### config.mk
export PLATFORM = sky130hd
export DESIGN_NAME = alu_sequencer
export DESIGN_NICKNAME = d
export VERILOG_FILES = /design/src/rtl/alu_sequencer.sv
export SDC_FILE = /design/constraint.sdc
export NUM_CORES = 1
export LEC_CHECK = 0
export CAP_MARGIN = 20
export CORE_ASPECT_RATIO = 1.2
export CORE_MARGIN = 5
export CORE_UTILIZATION = 59
export DETAILED_ROUTE_END_ITERATION = 16
export PLACE_DENSITY = 0.84
export SKIP_CTS_REPAIR_TIMING = 1
export SLEW_MARGIN = 20
export SYNTH_ARGS = -nofsm -noshare
export SYNTH_HDL_FRONTEND = slang
export SYNTH_SLANG_ARGS = --single-unit
### constraint.sdc
create_clock -name clk -period 3.7 [get_ports clk]
set_input_delay 0.925 -clock clk [delete_from_list [all_inputs] [get_ports clk]]
set_output_delay 0.925 -clock clk [all_outputs]
set_load 0.02 [all_outputs]
### src/rtl/alu_sequencer.sv
// Micro-sequencer that steps a small stored program through the 8-bit ALU core,
// presenting selector/immediate pairs and capturing each result with a start/busy/done handshake.
module alu_sequencer #(
    parameter int          ADDR_W        = 4,
    parameter int          SETTLE_CYCLES = 1,
    parameter logic [3:0]  IDLE_SEL      = 4'b0000
) (
    input  logic                     clk,
    input  logic                     reset,
    input  logic                     prog_we,
    input  logic [ADDR_W-1:0]        prog_addr,
    input  logic [11:0]              prog_wdata,
    input  logic                     start,
    input  logic [ADDR_W-1:0]        last_addr,
    input  logic                     abort,
    output logic [3:0]               alu_sel,
    output logic signed [7:0]        alu_data,
    input  logic signed [7:0]        alu_y,
    output logic                     busy,
    output logic                     done,
    output logic                     step_valid,
    output logic signed [7:0]        step_result,
    output logic                     prog_err
);

    localparam int DEPTH = 2 ** ADDR_W;
    localparam int CNT_W = (SETTLE_CYCLES > 1) ? $clog2(SETTLE_CYCLES) : 1;
    localparam logic [CNT_W-1:0] SETTLE_INIT = CNT_W'(SETTLE_CYCLES - 1);

    typedef enum logic [2:0] {
        S_IDLE,
        S_ISSUE,
        S_CAPTURE,
        S_GAP,
        S_DONE
    } state_t;

    state_t              r_state;
    logic [ADDR_W-1:0]   r_pc;
    logic [ADDR_W-1:0]   r_last;
    logic [CNT_W-1:0]    r_settle;
    logic [11:0]         r_mem [DEPTH];

    logic                w_running;
    logic                w_wr_ok;
    logic [11:0]         w_instr;

    assign w_running = (r_state == S_ISSUE) || (r_state == S_CAPTURE) || (r_state == S_GAP);
    assign w_wr_ok   = prog_we && !w_running;
    assign w_instr   = r_mem[r_pc];

    // Program memory keeps its contents across reset.
    always_ff @(posedge clk) begin
        if (w_wr_ok)
            r_mem[prog_addr] <= prog_wdata;
    end

    always_ff @(posedge clk or posedge reset) begin
        if (reset) begin
            r_state     <= S_IDLE;
            r_pc        <= '0;
            r_last      <= '0;
            r_settle    <= '0;
            alu_sel     <= IDLE_SEL;
            alu_data    <= '0;
            busy        <= 1'b0;
            done        <= 1'b0;
            step_valid  <= 1'b0;
            step_result <= '0;
            prog_err    <= 1'b0;
        end else begin
            step_valid <= 1'b0;
            done       <= 1'b0;
            if (prog_we && w_running)
                prog_err <= 1'b1;

            case (r_state)
                S_IDLE: begin
                    if (start && !abort) begin
                        r_last   <= last_addr;
                        r_pc     <= '0;
                        r_settle <= SETTLE_INIT;
                        prog_err <= 1'b0;
                        busy     <= 1'b1;
                        alu_sel  <= r_mem[0][11:8];
                        alu_data <= r_mem[0][7:0];
                        r_state  <= S_ISSUE;
                    end
                end

                // Y is sampled on the edge that ends the settle window, so the
                // captured value is visible together with step_valid in CAPTURE.
                S_ISSUE: begin
                    if (abort) begin
                        r_state  <= S_IDLE;
                        busy     <= 1'b0;
                        alu_sel  <= IDLE_SEL;
                        alu_data <= '0;
                    end else if (r_settle == '0) begin
                        step_result <= alu_y;
                        step_valid  <= 1'b1;
                        r_state     <= S_CAPTURE;
                    end else begin
                        r_settle <= r_settle - 1'b1;
                    end
                end

                S_CAPTURE: begin
                    alu_sel  <= IDLE_SEL;
                    alu_data <= '0;
                    if (abort) begin
                        r_state <= S_IDLE;
                        busy    <= 1'b0;
                    end else if (r_pc == r_last) begin
                        r_state <= S_DONE;
                        busy    <= 1'b0;
                        done    <= 1'b1;
                    end else begin
                        r_pc    <= r_pc + 1'b1;
                        r_state <= S_GAP;
                    end
                end

                // The idle selector between steps makes repeated opcodes distinct events.
                S_GAP: begin
                    if (abort) begin
                        r_state <= S_IDLE;
                        busy    <= 1'b0;
                    end else begin
                        alu_sel  <= w_instr[11:8];
                        alu_data <= w_instr[7:0];
                        r_settle <= SETTLE_INIT;
                        r_state  <= S_ISSUE;
                    end
                end

                S_DONE: begin
                    r_state <= S_IDLE;
                end

                default: begin
                    r_state  <= S_IDLE;
                    busy     <= 1'b0;
                    alu_sel  <= IDLE_SEL;
                    alu_data <= '0;
                end
            endcase
        end
    end

endmodule

==> results.cfg <==
[layout]
antenna_cells = 0
synthToLayoutAreaGrowth_pct = 16.6
multi_input_area_sq_um = 2380
fin_nets = 625
register_area_sq_um = 6650
layout-drive-gt1-share_pct = 17.7
fillers = 961
post-route-util_pct = 69.4
instances_no_fill = 814

[placed_design]
dp_hpwl_microns = 12000
place_congestion = 0.871
io_buffers = 56
dp.cells = 776

[clock_network]
path_clk_slew_ns = 0.06
clk_latency_ns = 0.51
htreeDepth = 1
cts_tree = yes
cts_buffers = 21
clockBufferDepth = 3
root_buffer = clkbuf_16
cts_sinks = 227

[setup_path]
ff2ff_setup_slack_ns = 1.12
worstSetupEndpointType = flop
crit_path_top_delay_cell = a211o_1
cp_max_fo = 24
critPathLaunchType = input pin
critPathKind = in2reg
crit_arrival_ns = 3.11
path_buf_inv = 2
crit_chain = clkdlybuf4s50_1, nor4b_4, buf_4, a211o_1, nand2_1, o2111ai_2
required_ns = 4.10
critical-path-top-delay-family = compound AO/OA/AOI/OAI gates
cpPeakStageDelay_ns = 0.77

[die]
core-area_sq_um = 15500
die_w_microns = 124
dieHeight_microns = 147
start_util_pct = 59.5
row_count = 50
io_pins = 57
die_area_sq_um = 18200

[sta]
hold_viol = 0
finalMaxSlewViolations = 0
min_period_ns = 2.71
finalSetupTns_ns = 0
skew_ns = 0.0122
period_share_pct = 73.3
max-slew-margin-rel_pct = 32.0
setup_viol = 0
fmax_mhz = 369
rsz0062_at_grt = no
tightest_slew_ns = 1.02

[synthesis]
async_flop_share_pct = 15.4
ys_types = 51
ys_warn_count = 0
yosys.area.top_type_share_pct = 62.7
syn_inst = 517
yosys_most_used_dff = edfxtp_1
synthesis.nets = 551
syn_area_per_cell_sq_um = 17.8
syn_area_sq_um = 9200
synth_most_common_cell = edfxtp_1
synth_seq_cells = 227
netlist_top_cells_area = edfxtp_1, dfrtp_1, mux4_2
synth_top_area_cell = edfxtp_1
synth_edf_count = 192
ys_top_cells_by_count = edfxtp_1, nand2_1, dfrtp_1, mux2i_1, mux4_2
synth_seq_area_share_pct = 72.2

[global_route]
grt_pass1_vias = 5393
grt_use_total_pct = 22.3
grt_max_degree = 42
antenna_found_initial = 0
gr-total-overflow = 0
grt_first_pass_wirelength_microns = 30500

[routing]
ant_nets = 0
drtIter0Drc = 511
drc_errors = 0
wirelength_microns = 19700
routedWlPerCell_microns = 24.2
vias = 5161
routed_via_density = 6.34
first_pass_iters = 6

[pwr]
power_report.internal_total_uw = 4890
vdd_drop_max_mv = 0.358
p_seq_share_pct = 47.6
p_switching_uw = 1800
powerDensity_nw_per_um2 = 624
p_leak_uw = 0.00353
power_uw = 6690
p_clk_share_pct = 32.6
swShare_pct = 27.0
comb_power_share_pct = 19.8

[min_path]
worstHoldPathType = reg2reg

[flow_run]
cap_violations = 0

[outcome]
status = completed
==> power groups by stage <==
stage          sequential, uW  combinational (uW)  clock, uW
2_1_floorplan            3220                 835          0
3_3_place_gp             3230                1280          0
3_5_place_dp             3240                1310          0
4_1_cts                  3190                1330       2200
5_1_grt                  3220                1410       2320
6_report                 3180                1330       2180
==> worst paths after layout <==
path,endpoint,from,depth (start not counted)
setup / recovery,alu_data[6]$_DFFE_PP0P_,abort,6
hold / removal,step_result[5]$_DFFE_PP0P_,step_result[5]$_DFFE_PP0P_,1
setup reg to reg,alu_data[6]$_DFFE_PP0P_,r_pc[2]$_DFFE_PP0P_,4
hold reg to reg,step_result[5]$_DFFE_PP0P_,step_result[5]$_DFFE_PP0P_,1
max in group asynchronous,r_pc[2]$_DFFE_PP0P_,reset,3
min in group asynchronous,step_result[1]$_DFFE_PP0P_,reset,3
==> registers in the layout, indices dropped and copies added, names as in the netlist <==
| name | count |
|---|---|
| alu_sel | 4 |
| r_state | 3 |
| r_mem | 192 |
| step_result | 8 |
| r_pc | 4 |
| prog_err | 1 |
| r_last | 4 |
| step_valid | 1 |
| done | 1 |
| alu_data | 8 |
| busy | 1 |
==> metal layers <==
layer	vias up	global-route usage, %	part of all wire (%)
li1	2221	-	-
met1	2602	30.1	38
met2	300	37.5	50
met3	38	3.12	9.1
met4	0	7.62	2.3
met5	-	0	0
==> placed cells by master, fill, tap and decap left out, drive strengths merged, types with 6 or more instances in the layout <==
cell	count
edfxtp	192
clkdlybuf4s50	56
nand2	45
dfrtp	35
mux2i	33
clkbuf	28
mux4	26
buf	22
o2111ai	21
nor2	17
mux2	16
o211ai	13
a2bb2oi	9
o21bai	9
a22oi	9
inv	8
o21ai	6
nor3	6
==> layout make-up <==
cell class / count / area share, %
clock buffer: 28 / 5.24
clock inverter: 10 / 1.20
inverter: 7 / 0.245
multi-input combinational: 256 / 22.2
sequential: 227 / 62.0
tap: 208 / 2.43
timing repair buffer: 78 / 6.77
==> cells by family after synthesis <==
group                      after synthesis  synth area share, %
AOI/OAI and AO/OA                       81                 7.64
xor gates and xnor gates                 4                0.381
adders and majority gates                1                0.136
buffers and inverters                   34                 2.12
DFF                                    227                 72.2
muxes                                   75                 12.2
and+or+nand+nor                         95                 5.29
==> metrics by stage <==
| stage | cell area, sq um | hold slack [ns] | setup WS, ns |
|---|---|---|---|
| 2_1_floorplan | 9200 | 0.500 | 0.954 |
| 3_3_place_gp | 10000 | 0.488 | 0.678 |
| 3_5_place_dp | 10000 | 0.495 | 0.583 |
| 4_1_cts | 10700 | 0.509 | 1.02 |
| 5_1_grt | 10700 | 0.524 | 0.863 |
| 6_report | 10700 | 0.504 | 0.987 |
No activity file was read; power rests on OpenSTA's default activity.
